`src/rtl/paddle_input_conditioner.sv`:
```
// Paddle input conditioner: synchronizes and debounces the up/down player
// buttons, then turns the debounced levels into one-clock move strobes paced
// by the video frame tick. One instance per player.
module paddle_input_conditioner #(
  parameter int DEBOUNCE_CYCLES = 500000,
  parameter int CNT_WIDTH       = 20
) (
  input  logic clock,
  input  logic reset_n,
  input  logic btn_up_raw,
  input  logic btn_down_raw,
  input  logic frame_tick,
  output logic paddle_up,
  output logic paddle_down,
  output logic up_held,
  output logic down_held
);

  typedef enum logic [1:0] {
    RELEASED     = 2'd0,
    PRESS_WAIT   = 2'd1,
    PRESSED      = 2'd2,
    RELEASE_WAIT = 2'd3
  } deb_state_e;

  // The wait state is entered on the first stable sample, so the transition
  // fires when the count is about to reach DEBOUNCE_CYCLES-1. This gives
  // exactly DEBOUNCE_CYCLES stable samples between the synced edge and held.
  localparam logic [CNT_WIDTH-1:0] CNT_LAST = CNT_WIDTH'(DEBOUNCE_CYCLES - 2);
  localparam logic [CNT_WIDTH-1:0] CNT_ONE  = CNT_WIDTH'(1);

  // Index 0 = up button, index 1 = down button.
  logic [1:0]           raw;
  logic [1:0]           sync1_q;
  logic [1:0]           sync2_q;
  deb_state_e           state_q [2];
  deb_state_e           state_d [2];
  logic [CNT_WIDTH-1:0] cnt_q   [2];
  logic [CNT_WIDTH-1:0] cnt_d   [2];
  logic [1:0]           held_q;
  logic [1:0]           held_d;
  logic                 paddle_up_q;
  logic                 paddle_up_d;
  logic                 paddle_down_q;
  logic                 paddle_down_d;

  assign raw = {btn_down_raw, btn_up_raw};

  // Two-flop synchronizer for the asynchronous button inputs.
  always_ff @(posedge clock or negedge reset_n) begin
    if (!reset_n) begin
      sync1_q <= '0;
      sync2_q <= '0;
    end else begin
      sync1_q <= raw;
      sync2_q <= sync1_q;
    end
  end

  // Debounce FSM next state: any disagreeing sample restarts the wait.
  always_comb begin
    for (int b = 0; b < 2; b++) begin
      state_d[b] = state_q[b];
      cnt_d[b]   = cnt_q[b];
      case (state_q[b])
        RELEASED: begin
          if (sync2_q[b]) begin
            state_d[b] = PRESS_WAIT;
            cnt_d[b]   = '0;
          end
        end
        PRESS_WAIT: begin
          if (!sync2_q[b]) begin
            state_d[b] = RELEASED;
            cnt_d[b]   = '0;
          end else if (cnt_q[b] == CNT_LAST) begin
            state_d[b] = PRESSED;
            cnt_d[b]   = '0;
          end else begin
            cnt_d[b] = cnt_q[b] + CNT_ONE;
          end
        end
        PRESSED: begin
          if (!sync2_q[b]) begin
            state_d[b] = RELEASE_WAIT;
            cnt_d[b]   = '0;
          end
        end
        RELEASE_WAIT: begin
          if (sync2_q[b]) begin
            state_d[b] = PRESSED;
            cnt_d[b]   = '0;
          end else if (cnt_q[b] == CNT_LAST) begin
            state_d[b] = RELEASED;
            cnt_d[b]   = '0;
          end else begin
            cnt_d[b] = cnt_q[b] + CNT_ONE;
          end
        end
        default: begin
          state_d[b] = RELEASED;
          cnt_d[b]   = '0;
        end
      endcase
      held_d[b] = (state_d[b] == PRESSED) || (state_d[b] == RELEASE_WAIT);
    end
  end

  // Debounce FSM state, counters and registered held levels.
  always_ff @(posedge clock or negedge reset_n) begin
    if (!reset_n) begin
      for (int b = 0; b < 2; b++) begin
        state_q[b] <= RELEASED;
        cnt_q[b]   <= '0;
      end
      held_q <= '0;
    end else begin
      for (int b = 0; b < 2; b++) begin
        state_q[b] <= state_d[b];
        cnt_q[b]   <= cnt_d[b];
      end
      held_q <= held_d;
    end
  end

  // Arbitration: both held means no motion, which also keeps strobes exclusive.
  always_comb begin
    paddle_up_d   = frame_tick & held_q[0] & ~held_q[1];
    paddle_down_d = frame_tick & held_q[1] & ~held_q[0];
  end

  // Strobe registers, one clock after frame_tick.
  always_ff @(posedge clock or negedge reset_n) begin
    if (!reset_n) begin
      paddle_up_q   <= 1'b0;
      paddle_down_q <= 1'b0;
    end else begin
      paddle_up_q   <= paddle_up_d;
      paddle_down_q <= paddle_down_d;
    end
  end

  assign paddle_up   = paddle_up_q;
  assign paddle_down = paddle_down_q;
  assign up_held     = held_q[0];
  assign down_held   = held_q[1];

endmodule

```
`config.mk`:
```
export PLATFORM = sky130hd
export DESIGN_NAME = paddle_input_conditioner
export DESIGN_NICKNAME = d
export VERILOG_FILES = /design/src/rtl/paddle_input_conditioner.sv
export SDC_FILE = /design/constraint.sdc
export NUM_CORES = 1
export LEC_CHECK = 0
export BUFFER_PORTS_ARGS = -buffer_cell sky130_fd_sc_hd__clkbuf_2
export CORE_ASPECT_RATIO = 0.5
export CORE_MARGIN = 5
export CORE_UTILIZATION = 60
export CTS_CLUSTER_SIZE = 25
export DETAILED_ROUTE_END_ITERATION = 6
export PLACE_DENSITY = 0.78
export SLEW_MARGIN = 20
export SYNTH_ARGS = -nofsm -noshare
export SYNTH_HDL_FRONTEND = slang
export SYNTH_SLANG_ARGS = --single-unit
```
`constraint.sdc`:
```
create_clock -name clock -period 3 [get_ports clock]
set_input_delay 0.3 -clock clock [delete_from_list [all_inputs] [get_ports clock]]
set_output_delay 0.3 -clock clock [all_outputs]
set_load 0.005 [all_outputs]
```
* After elaboration in Yosys (flattened, before gate mapping)
Cells that the tools add are included.
** Word-level totals
- Input port bits :: 5
- Bits in registers :: 52
** Cells by class
- Bitwise gates (word level) :: 6
- Multiplexer cells :: 26
- Reduce and logical (&&, ||, !) cells :: 6
- Equal/unequal tests :: 16
- $add $sub $neg :: 2
** Operators by type and width (count)
- two-way mux 20 bit :: 10
- case mux 20 bit (4 select lines) :: 2
- adder 20 x 1 -> 20 bit, second input constant :: 2
- equality test 20 x 19 -> 1 bit, second input constant :: 2
- two-way mux 2 bit :: 12
- equality test 2 bit, second input constant :: 8
- case mux 2 bit (4 select lines) :: 2
- != test 2 bit, second input constant :: 4
- bitwise AND 1 bit :: 4
- equality test 2 x 1 -> 1 bit, second input constant :: 2
- logical NOT 2 bit :: 2
- AND reduction 2 bit :: 2
- logical OR 1 bit :: 2
- NOT 1 bit :: 2

* Logic depth before layout (Yosys ltp)
Gate-level depths: netlist of run 1.
- Depth in word-level cells :: 6
- Gate-level depth with buffers :: 8
- Mapped depth without buffers :: 7

* Worst setup path before layout of run 1
No wires, ideal clock.
- Path kind :: register to register
- Start point :: reg cnt_q[31] (netlist bit)
- End point :: reg cnt_q[36] (netlist bit)
- Setup slack :: 864 ps
- Period minus slack after synthesis :: 2136 ps
- Required time :: 2882 ps
- Arrival :: 2018 ps
- Stages on the path, launching flop included :: 8
- Path buffers :: 2
- Library setup time :: 118 ps
- Path through :: dfrtp_1 > buf_6 > or4b_1 > or3_4 > o31ai_4 > buf_6 > nor3b_1 > a21o_1
** On the way
- Cells in the longest elaborated chain, start to end :: 4
- Elaborated cells on any way between the ends :: 6
- Those cells by class :: 1 x add/sub; 1 x eq/ne; 4 x mux
** RTL lines
- start, declared :: line 38 : logic [CNT_WIDTH-1:0] cnt_q [2];
- start signal, assigned by index :: line 120 : cnt_q[b] <= cnt_d[b];
- adder 20 x 1 -> 20 bit or equality test 20 x 19 -> 1 bit (tied branches)
- two-way mux 20 bit (*) :: line 76, 93
- two-way mux 20 bit (on tied branches) :: line 90, 73
- case mux 20 bit (4 select lines) (*) :: line 65 : case (state_q[b])
Every way passes the cells marked *; elsewhere a longest branch is shown, timed or not.
A chain may end at the register's enable or synchronous reset.

* Worst setup path after layout of run 1
- Start point :: reg cnt_q[31] (netlist bit)
- End point :: reg cnt_q[38] (netlist bit)
Same word-level chain as after synthesis.

==> results of run 1 <==
[critical path, cell delays in order (launching register included)]
cell and delay [ns]:
dfrtp_1 0.47, or4b_1 0.53, or3_4 0.39, o31ai_4 0.60
o21ai_1 0.15, a22o_1 0.25
[cell type report]
class / count / area [µm²] / area share, %
Tap cell: 57 / 71.3 / 2.42
Inverter: 9 / 33.8 / 1.15
Sequential cell: 51 / 1280 / 43.3
Clock buffer: 7 / 86.3 / 2.93
Multi-Input combinational cell: 231 / 1400 / 47.6
Clock inverter: 1 / 8.76 / 0.297
Timing Repair Buffer: 11 / 65.1 / 2.21
[registers in the layout (all words and copies together) (netlist names)]
name,flops
cnt_q,40
held_q,2
sync2_q,2
sync1_q,2
state_q,3
paddle_down,1
paddle_up,1
[Yosys cell counts (6+ instances only)]
| cell | count |
|---|---|
| dfrtp_1 | 51 |
| nand2_1 | 33 |
| o21ai_0 | 27 |
| nand3_1 | 24 |
| a21oi_1 | 15 |
| nand4_1 | 15 |
| nor2_1 | 15 |
| or3_1 | 12 |
| a21o_1 | 10 |
| nor4_1 | 10 |
| inv_1 | 9 |
| nor3_1 | 7 |
| nor3b_1 | 7 |
| and3_1 | 6 |
| clkbuf_1 | 6 |
[through the flow]
| step | utilization (%) | cells | hold slack (ns) | area, µm² | power (W) |
|---|---|---|---|---|---|
| after global routing | 66.5 | 367 | 0.0836 | 2940 | 0.00125 |
| after CTS | 66.5 | 367 | 0.0864 | 2940 | 0.00120 |
| final | 66.5 | 367 | 0.0950 | 2940 | 0.00119 |
| after global placement | 64.1 | 358 | 0.279 | 2840 | 0.000786 |
| after detailed placement | 64.1 | 358 | 0.294 | 2840 | 0.000788 |
| after floorplan | - | 301 | 0.00441 | 2760 | 0.000758 |
[timing repair]
action,in CTS,in global routing
hold buffers,1,0
gates resized for setup,0,0
buffers inserted,0,0
endpoints found under the hold margin,19,0
[kinds of logic (layout without fill, tap and decap cells)]
| family | Yosys count | after routing |
|---|---|---|
| AND/OR/NAND/NOR | 149 | 149 |
| AO/OA/AOI/OAI | 65 | 65 |
| flip-flops | 51 | 51 |
| buffers and inverters | 19 | 28 |
| XOR/XNOR | 8 | 8 |
| multiplexers | 5 | 5 |
| adder cells (fa/ha/maj) | 4 | 4 |
[per-layer routing]
layer	routed length (µm)	share of wire (%)
met1	2680	48
met2	2640	47
met3	236	4.2
met4	63	1.1
met5	0	0
[power breakdown]
| group | internal [W] | total, W | switching [W] |
|---|---|---|---|
| clock | 0.000189 | 0.000418 | 0.000229 |
| sequential | 0.000695 | 0.000706 | 0.0000108 |
| combinational | 0.0000191 | 0.0000681 | 0.0000491 |
[final timing paths]
path	from	endpoint	slack (ns)
worst min register to register	sync1_q[1]$_DFF_PN0_	sync2_q[1]$_DFF_PN0_	0.36
worst min-delay path	btn_down_raw	sync1_q[1]$_DFF_PN0_	0.09
worst max-delay path	cnt_q[31]$_DFFE_PN0P_	cnt_q[38]$_DFFE_PN0P_	0.51
min in group asynchronous	reset_n	cnt_q[12]$_DFFE_PN0P_	0.48
worst max register to register	cnt_q[31]$_DFFE_PN0P_	cnt_q[38]$_DFFE_PN0P_	0.51
max in group asynchronous	reset_n	cnt_q[24]$_DFFE_PN0P_	1.72
==> flow_summary.yaml, run 1 <==
synth:
  synth_top_family_by_area: "simple AND/OR/NAND/NOR gates"
  synth_seq_area_share_pct: 46.2
  yosysWarningCount: 0
  ys_top_cells_by_area: "dfrtp_1 46%, o21ai_0 4.9%, nand2_1 4.5%, nand3_1 4.3%, nand4_1 3.4%"
  avgSynthCellArea_um2: 9.18
  synthesis.area_um2: 2760
  synth_nets: 310
  yosys.area_share.xor_xnor_pct: 2.54
  synth_edf_count: 0
  yosys.area_share.simple_pct: 29.8
  synthAdderAreaFrac_pct: 1.81
  ys_types: 46
  syn_inst: 301
  ys_ff_latch: 51
  synth_compound_gate_area_share_pct: 14.5
  yosys_most_used_dff: "dfrtp_1"
  synth_top_cell_area_share_pct: 46.2
  yosysTopAreaCell: "dfrtp_1"
  ys_async_sr_fraction_pct: 100
  synthMuxAreaShare_pct: 1.95
sta:
  fin_crit_sh_pct: 83.1
  skew_ns: 0.00809
  slew_viol_final: 0
  worst_pin_slew_ns: 0.827
  hold_viol: 0
  relSlewSlack_pct: 44.7
  min_period_ns: 2.49
  fmax_mhz: 401
  setup_viol: 0
  tns_ns: 0
  rsz0062_at_grt: "no"
  fin_ws_ns: 0.506
floorplanning:
  die_x_um: 106
  core_area_um2: 4420
  ios: 9
  start_util_pct: 62.5
  die_h_um: 58.0
  rows: 17
  die_area_um2: 6150
route:
  remaining_drc_errors: 0
  ant_nets: 0
  viasPerCell: 6.26
  dr.pass1.iters: 4
  routedWlPerCell_um: 15.3
  drt_iter0_drc: 103
  drt_wl_total_um: 5620
  via_count: 2298
cells_and_area:
  area_delta_synth_final_pct: 6.52
  final_cell_mix: "51 x dfrtp_1, 33 x nand2_1, 27 x o21ai_0"
  layout_commonest_cell: "dfrtp_1"
  drive_gt1_share_pct: 9.35
  fill_cells: 335
  nets: 318
  n_antenna_cell: 0
worst_setup_path:
  required_ns: 3.20
  worstSetupPathType: "reg -> reg"
  cp-end-kind: "flip-flop"
  start_kind: "flip-flop"
  arrival_ns: 2.70
  rr_worst_depth: 5
  cp_max_fo: 19
grt:
  grt_use_met3_pct: 4.56
  antenna_found_initial: 0
  grt.overflow.total: 0
  busiest_layer: "met2"
  grt_pass1_wl_um: 9930
  grtUsageTotal_pct: 20.1
  use_met1_pct: 27.2
  grt_start_max_net_pins: 33
  grt_pass1_vias: 2135
  use_met2_pct: 32.2
min_path:
  min-delay-path-class: "in -> reg"
  hold_depth: 1
run:
  cap_violations: 0
clocking:
  tritoncts: "built"
  clk_latency_ns: 0.31
  ctsLongestPathBuffers: 2
  htreeDepth: 2
  clkTransAtPathRegs_ns: 0.09
  cts_root_buf: "clkbuf_8"
  cts-buffers-inserted: 5
  cts.sinks: 51
placed_design:
  place_congestion: 0.912
  numPortBuffers: 8
  dp_hpwl_um: 3890
  post-place-ws_ns: 0.510
outcome:
  status: "completed"
power:
  peakVddDrop_mv: 0.208
  power.leakage_nw: 1.25
  p_per_area_nw_per_um2: 405
(Power assumes the default switching activity.)
==> inputs of run 2 (changes only) <==
Settings changed: ABC_AREA set to 1.
Clock period 3 ns to 2.4 ns, I/O delays scaled along.
==> run 2 against run 1 <==
Compared with the run above:
- register-to-register slack improved by 0.14 ns
- worst hold slack got worse by 0.051 ns
- global-route usage shrank 1.7 points
- critical path type unchanged
==> flow_summary.yaml, run 2 <==
synth:
  synth_seq_area_share_pct: 42.2
  ys_ff_latch: 51
  yosysMostFrequentCell: "nand2_1"
  synthesis.area_um2: 3020
  synth_compound_gate_area_share_pct: 7.86
  yosysTopAreaCell: "dfrtp_1"
  synthAdderAreaFrac_pct: 1.66
  synth_nets: 378
  synth_top_family_by_area: "simple AND/OR/NAND/NOR gates"
  yosysWarningCount: 0
  synth_edf_count: 0
  ys_async_sr_fraction_pct: 100
  ys_top_cells_by_area: "dfrtp_1 42%, nand2_1 13%, nand3_1 5.1%, xor2_1 4.6%, inv_1 4.5%"
  yosys_most_used_dff: "dfrtp_1"
  yosys.area_share.simple_pct: 33.7
  synth_top_cell_area_share_pct: 42.2
  synth_common_cells: "108 x nand2_1, 51 x dfrtp_1, 36 x inv_1"
  yosys.area_share.xor_xnor_pct: 7.20
  avgSynthCellArea_um2: 8.19
  ys_types: 37
  syn_inst: 369
  synthMuxAreaShare_pct: 0
floorplanning:
  die_h_um: 60.2
  ios: 9
  start_util_pct: 61.6
  rows: 18
  die_area_um2: 6640
  die_x_um: 110
  core_area_um2: 4910
clocking:
  cts_hold_buf: 1
  ctsLongestPathBuffers: 2
  tritoncts: "built"
  cts.sinks: 51
  htreeDepth: 2
  ctsResizeCount: 0
  clkTransAtPathRegs_ns: 0.09
  cts_root_buf: "clkbuf_8"
  clk_latency_ns: 0.30
  cts-buffers-inserted: 5
  cts_setup_buffers: 0
worst_setup_path:
  rrSetupSlack_ns: 0.64
  start_kind: "flip-flop"
  cp-end-kind: "flip-flop"
  cp_max_fo: 14
  max_stage_delay_ns: 0.43
  arrival_ns: 1.94
  rr_startpoint: "cnt_q[20]$_DFFE_PN0P_"
  rr_worst_depth: 11
  slowest_stage: "dfrtp_1"
  required_ns: 2.58
  worstSetupPathType: "reg -> reg"
  startpoint: "cnt_q[20]$_DFFE_PN0P_"
  r2r-end: "cnt_q[33]$_DFFE_PN0P_"
  crit_chain: "inv_1, ha_1, nand2_1, inv_1, nand2_1, nor2_1, nand3_1, nand2_2, inv_1, nand3_1, nand2_1"
placed_design:
  numPortBuffers: 8
  dp_cells: 442
  dp_hpwl_um: 3970
  place_congestion: 0.847
route:
  drt_wl_total_um: 5440
  routedWlPerCell_um: 12.1
  viasPerCell: 5.10
  dr.pass1.iters: 4
  remaining_drc_errors: 0
  drt_iter0_drc: 120
  ant_nets: 0
  via_count: 2298
sta:
  min_period_ns: 1.76
  relSlewSlack_pct: 67.7
  tns_ns: 0
  slew_viol_final: 0
  rsz0062_at_grt: "no"
  worst_pin_slew_ns: 0.482
  setup_viol: 0
  skew_ns: 0.0103
  hold_viol: 0
  fin_crit_sh_pct: 73.2
  fmax_mhz: 569
min_path:
  min-delay-path-class: "in -> reg"
  min_to: "sync1_q[0]$_DFF_PN0_"
  min_from: "btn_up_raw"
  hold_depth: 1
cells_and_area:
  seqCellArea_um2: 1280
  instances_no_fill: 451
  n_antenna_cell: 0
  multi_input_area_um2: 1520
  area_delta_synth_final_pct: 5.42
  fill_cells: 410
  regMostFlops: "cnt_q"
  final_cell_mix: "108 x nand2_1, 51 x dfrtp_1, 36 x inv_1"
  drive_gt1_share_pct: 15.7
  layout_commonest_cell: "nand2_1"
  largest_reg_flops: 40
  nets: 389
  largestRegisters: "cnt_q x40, state_q x3"
grt:
  antenna_found_initial: 0
  grtUsageTotal_pct: 18.4
  grt.overflow.total: 0
  grt_start_max_net_pins: 39
  grt_pass1_vias: 2266
  grt_pass1_wl_um: 9680
run:
  cap_violations: 0
power:
  peakVddDrop_mv: 0.278
  p_per_area_nw_per_um2: 450
  power.leakage_nw: 1.51
outcome:
  status: "completed"
run 2: per-layer routing:
metal | GRT usage (%) | vias up | share of wire, %
met5 | 0 | - | 0
met2 | 31.8 | 33 | 49
met3 | 3.99 | 4 | 2.9
met4 | 4.04 | 0 | 0.50
met1 | 24.0 | 1076 | 48
li1 | - | 1185 | -
run 2: area by class of cell:
cell class	count	share of cell area, %
flip-flops and latches	51	40.0
well taps	70	2.75
clock buffers	6	2.28
repair buffers	10	1.81
multi-input cells	271	47.8
inverters	41	4.91
clock inverters	2	0.393
run 2: kinds of logic (layout without fill, tap and decap cells):
group | Yosys count | after routing
compound gates | 35 | 35
xor+xnor | 24 | 24
fa+ha+maj | 4 | 4
buf+inv | 47 | 59
flops | 51 | 51
simple gates | 208 | 208
run 2: worst max-delay path, delay by kind of cell, from the launching register on:
family,cells,cell delay (ns)
adder cells (fa/ha/maj),1,0.13
buffers and inverters,3,0.31
flip-flops,1,0.43
AND/OR/NAND/NOR,7,0.77
run 2: through the flow:
step | utilization (%) | total power (W) | hold slack (ns) | instance area [µm²] | setup WS [ns]
6_report | 64.9 | 0.00143 | 0.0444 | 3190 | 0.643
4_1_cts | 64.9 | 0.00146 | 0.0330 | 3190 | 0.620
3_5_place_dp | 63.0 | 0.000973 | 0.164 | 3090 | 0.660
2_1_floorplan | - | 0.000947 | -0.0556 | 3020 | 0.960
3_3_place_gp | 63.0 | 0.000970 | 0.166 | 3090 | 0.720
5_1_grt | 64.9 | 0.00151 | 0.0229 | 3190 | 0.460
run 2: power breakdown:
part | internal (W) | switching, W
Sequential | 0.000869 | 0.00000942
Clock | 0.000204 | 0.000274
Combinational | 0.0000194 | 0.0000574
Total | 0.00109 | 0.000341
run 2: how the worst max path moves through the flow:
stage	endpoint
2_1_floorplan	cnt_q[8]$_DFFE_PN0P_
3_3_place_gp	cnt_q[35]$_DFFE_PN0P_
3_5_place_dp	cnt_q[33]$_DFFE_PN0P_
4_1_cts	cnt_q[33]$_DFFE_PN0P_
5_1_grt	cnt_q[34]$_DFFE_PN0P_
6_report	cnt_q[33]$_DFFE_PN0P_
==> inputs of run 3 (changes only) <==
Clock period 2.4 ns to 1.67 ns, I/O delays scaled along.
==> run 3 against run 2 <==
Compared with the run above:
- non-clock buffer count is 10 higher
- register-to-register slack worse by 0.58 ns
- utilization is 3.1 points higher
- count of clock-buffer cells in the layout stayed put
- setup slack worse by 0.58 ns
- global-route usage is 2.2 points higher
- sequential cell count stayed put
- sequential share of layout area is 1.8 points lower
- combinational power is 84% higher
- first-iteration DRC count is 1.7% lower
- total power is 60% higher
- routed wire length is 11% higher
==> flow_summary.yaml, run 3 (same netlist as run 2, synthesis figures left out) <==
outcome:
  status: "completed"
placed_design:
  dp_hpwl_um: 4100
  numPortBuffers: 8
  place_congestion: 0.881
  post-place-ws_ns: 0.0585
floorplanning:
  die_h_um: 60.2
  die_x_um: 110
  core_area_um2: 4910
  start_util_pct: 61.6
  die_area_um2: 6640
  rows: 18
  ios: 9
sta:
  worst_pin_slew_ns: 0.629
  slew_viol_final: 0
  relSlewSlack_pct: 58.1
  min_period_ns: 1.61
  fin_hold_ws_ns: 0.0630
  tns_ns: 0
  setup_viol: 0
  fin_ws_ns: 0.0632
  hold_viol: 0
  fmax_mhz: 622
  skew_ns: 0.00543
  fin_crit_sh_pct: 96.2
cells_and_area:
  final_cell_mix: "108 x nand2_1, 51 x dfrtp_1, 35 x inv_1"
  largest_reg_flops: 40
  drive_gt1_share_pct: 18.4
  largestRegisters: "cnt_q x40, state_q x3"
  n_antenna_cell: 0
  nets: 399
  layout_commonest_cell: "nand2_1"
  area_delta_synth_final_pct: 10.4
  regMostFlops: "cnt_q"
worst_setup_path:
  crit_chain: "inv_1, ha_1, nand2_1, inv_1, nand2_1, nor2_2, nand3_2, o21ai_0, nand2_1"
  cp-end-kind: "flip-flop"
  start_kind: "flip-flop"
  crit_family: "simple AND/OR/NAND/NOR gates"
  startpoint: "cnt_q[20]$_DFFE_PN0P_"
  crit_path_frequent_cell: "nand2_1"
  cp_num_buf_inv: 2
  worstSetupPathType: "reg -> reg"
  cp_max_fo: 5
  rr_startpoint: "cnt_q[20]$_DFFE_PN0P_"
  slowest_stage: "dfrtp_1"
  required_ns: 1.85
  arrival_ns: 1.79
  max_stage_delay_ns: 0.44
power:
  peakVddDrop_mv: 0.476
  power.leakage_nw: 1.59
  power_w: 0.00230
  p_per_area_nw_per_um2: 689
route:
  drt_wl_total_um: 6050
  routedWlPerCell_um: 13.1
  drt_iter0_drc: 118
  ant_nets: 0
  remaining_drc_errors: 0
  via_count: 2426
  dr.pass1.iters: 5
  viasPerCell: 5.26
grt:
  antenna_found_initial: 0
  grt_pass1_wl_um: 10600
  grt_start_max_net_pins: 52
  grt_pass1_vias: 2414
  grt.overflow.total: 0
  grtUsageTotal_pct: 20.6
clocking:
  ctsLongestPathBuffers: 2
  tritoncts: "built"
  cts_root_buf: "clkbuf_8"
  htreeDepth: 2
  cts.sinks: 51
  clk_latency_ns: 0.30
  clkTransAtPathRegs_ns: 0.09
  cts-buffers-inserted: 5
min_path:
  min-delay-path-class: "in -> reg"
  min_from: "frame_tick"
run:
  cap_violations: 0
-- run 3: worst register-to-register path, cell delays in order (launching register included) --
cell and delay [ns]:
dfrtp_1 0.44, inv_1 0.08, ha_1 0.14, nand2_1 0.05
inv_1 0.06, nand2_1 0.07, nor2_2 0.13, nand3_2 0.15
o21ai_0 0.27, nand2_1 0.11
-- run 3: path summary, 6_finish.rpt --
| check | end | slack [ns] | cells after the start |
|---|---|---|---|
| setup / recovery | state_q[3]$_DFF_PN0_ | 0.06 | 9 |
| hold / removal | paddle_down$_DFF_PN0_ | 0.06 | 3 |
| setup reg to reg | state_q[3]$_DFF_PN0_ | 0.06 | 9 |
| hold reg to reg | sync2_q[1]$_DFF_PN0_ | 0.36 | 0 |
| max in group asynchronous | cnt_q[31]$_DFFE_PN0P_ | 0.75 | 3 |
| min in group asynchronous | cnt_q[13]$_DFFE_PN0P_ | 0.50 | 3 |
-- run 3: power breakdown --
part | switching (W) | internal [W]
Clock | 0.000412 | 0.000485
Combinational | 0.0000915 | 0.0000495
Sequential | 0.0000122 | 0.00125
-- run 3: cell type report --
type / count / area (µm²)
Fill cell: 407 / 1570
Multi-Input combinational cell: 271 / 1550
Sequential cell: 51 / 1280
Inverter: 41 / 156
Timing Repair Buffer: 20 / 154
Tap cell: 70 / 87.6
Clock buffer: 6 / 82.6
Clock inverter: 2 / 35.0
-- run 3: through the flow --
stage	util [%]	area (µm²)	std cells
3_5_place_dp	63.4	3110	445
4_1_cts	66.7	3280	458
3_3_place_gp	63.4	3110	445
5_1_grt	68.0	3340	461
6_report	68.0	3340	461
2_1_floorplan	-	3020	369
-- run 3: layer usage --
layer	wire (µm)	part of all wire [%]	track usage, %
met1	2590	43	25.2
met2	3070	51	35.9
met3	257	4.3	5.07
met4	136	2.2	7.54
met5	0	0	0
-- run 3: repair_timing --
action | CTS | global route
setup buffers | 2 | 3
endpoints found under the setup margin | 15 | 26
gates resized for setup | 0 | 9
hold buffers | 3 | 0
pin swaps | 1 | 3
hold endpoints to repair | 29 | 0
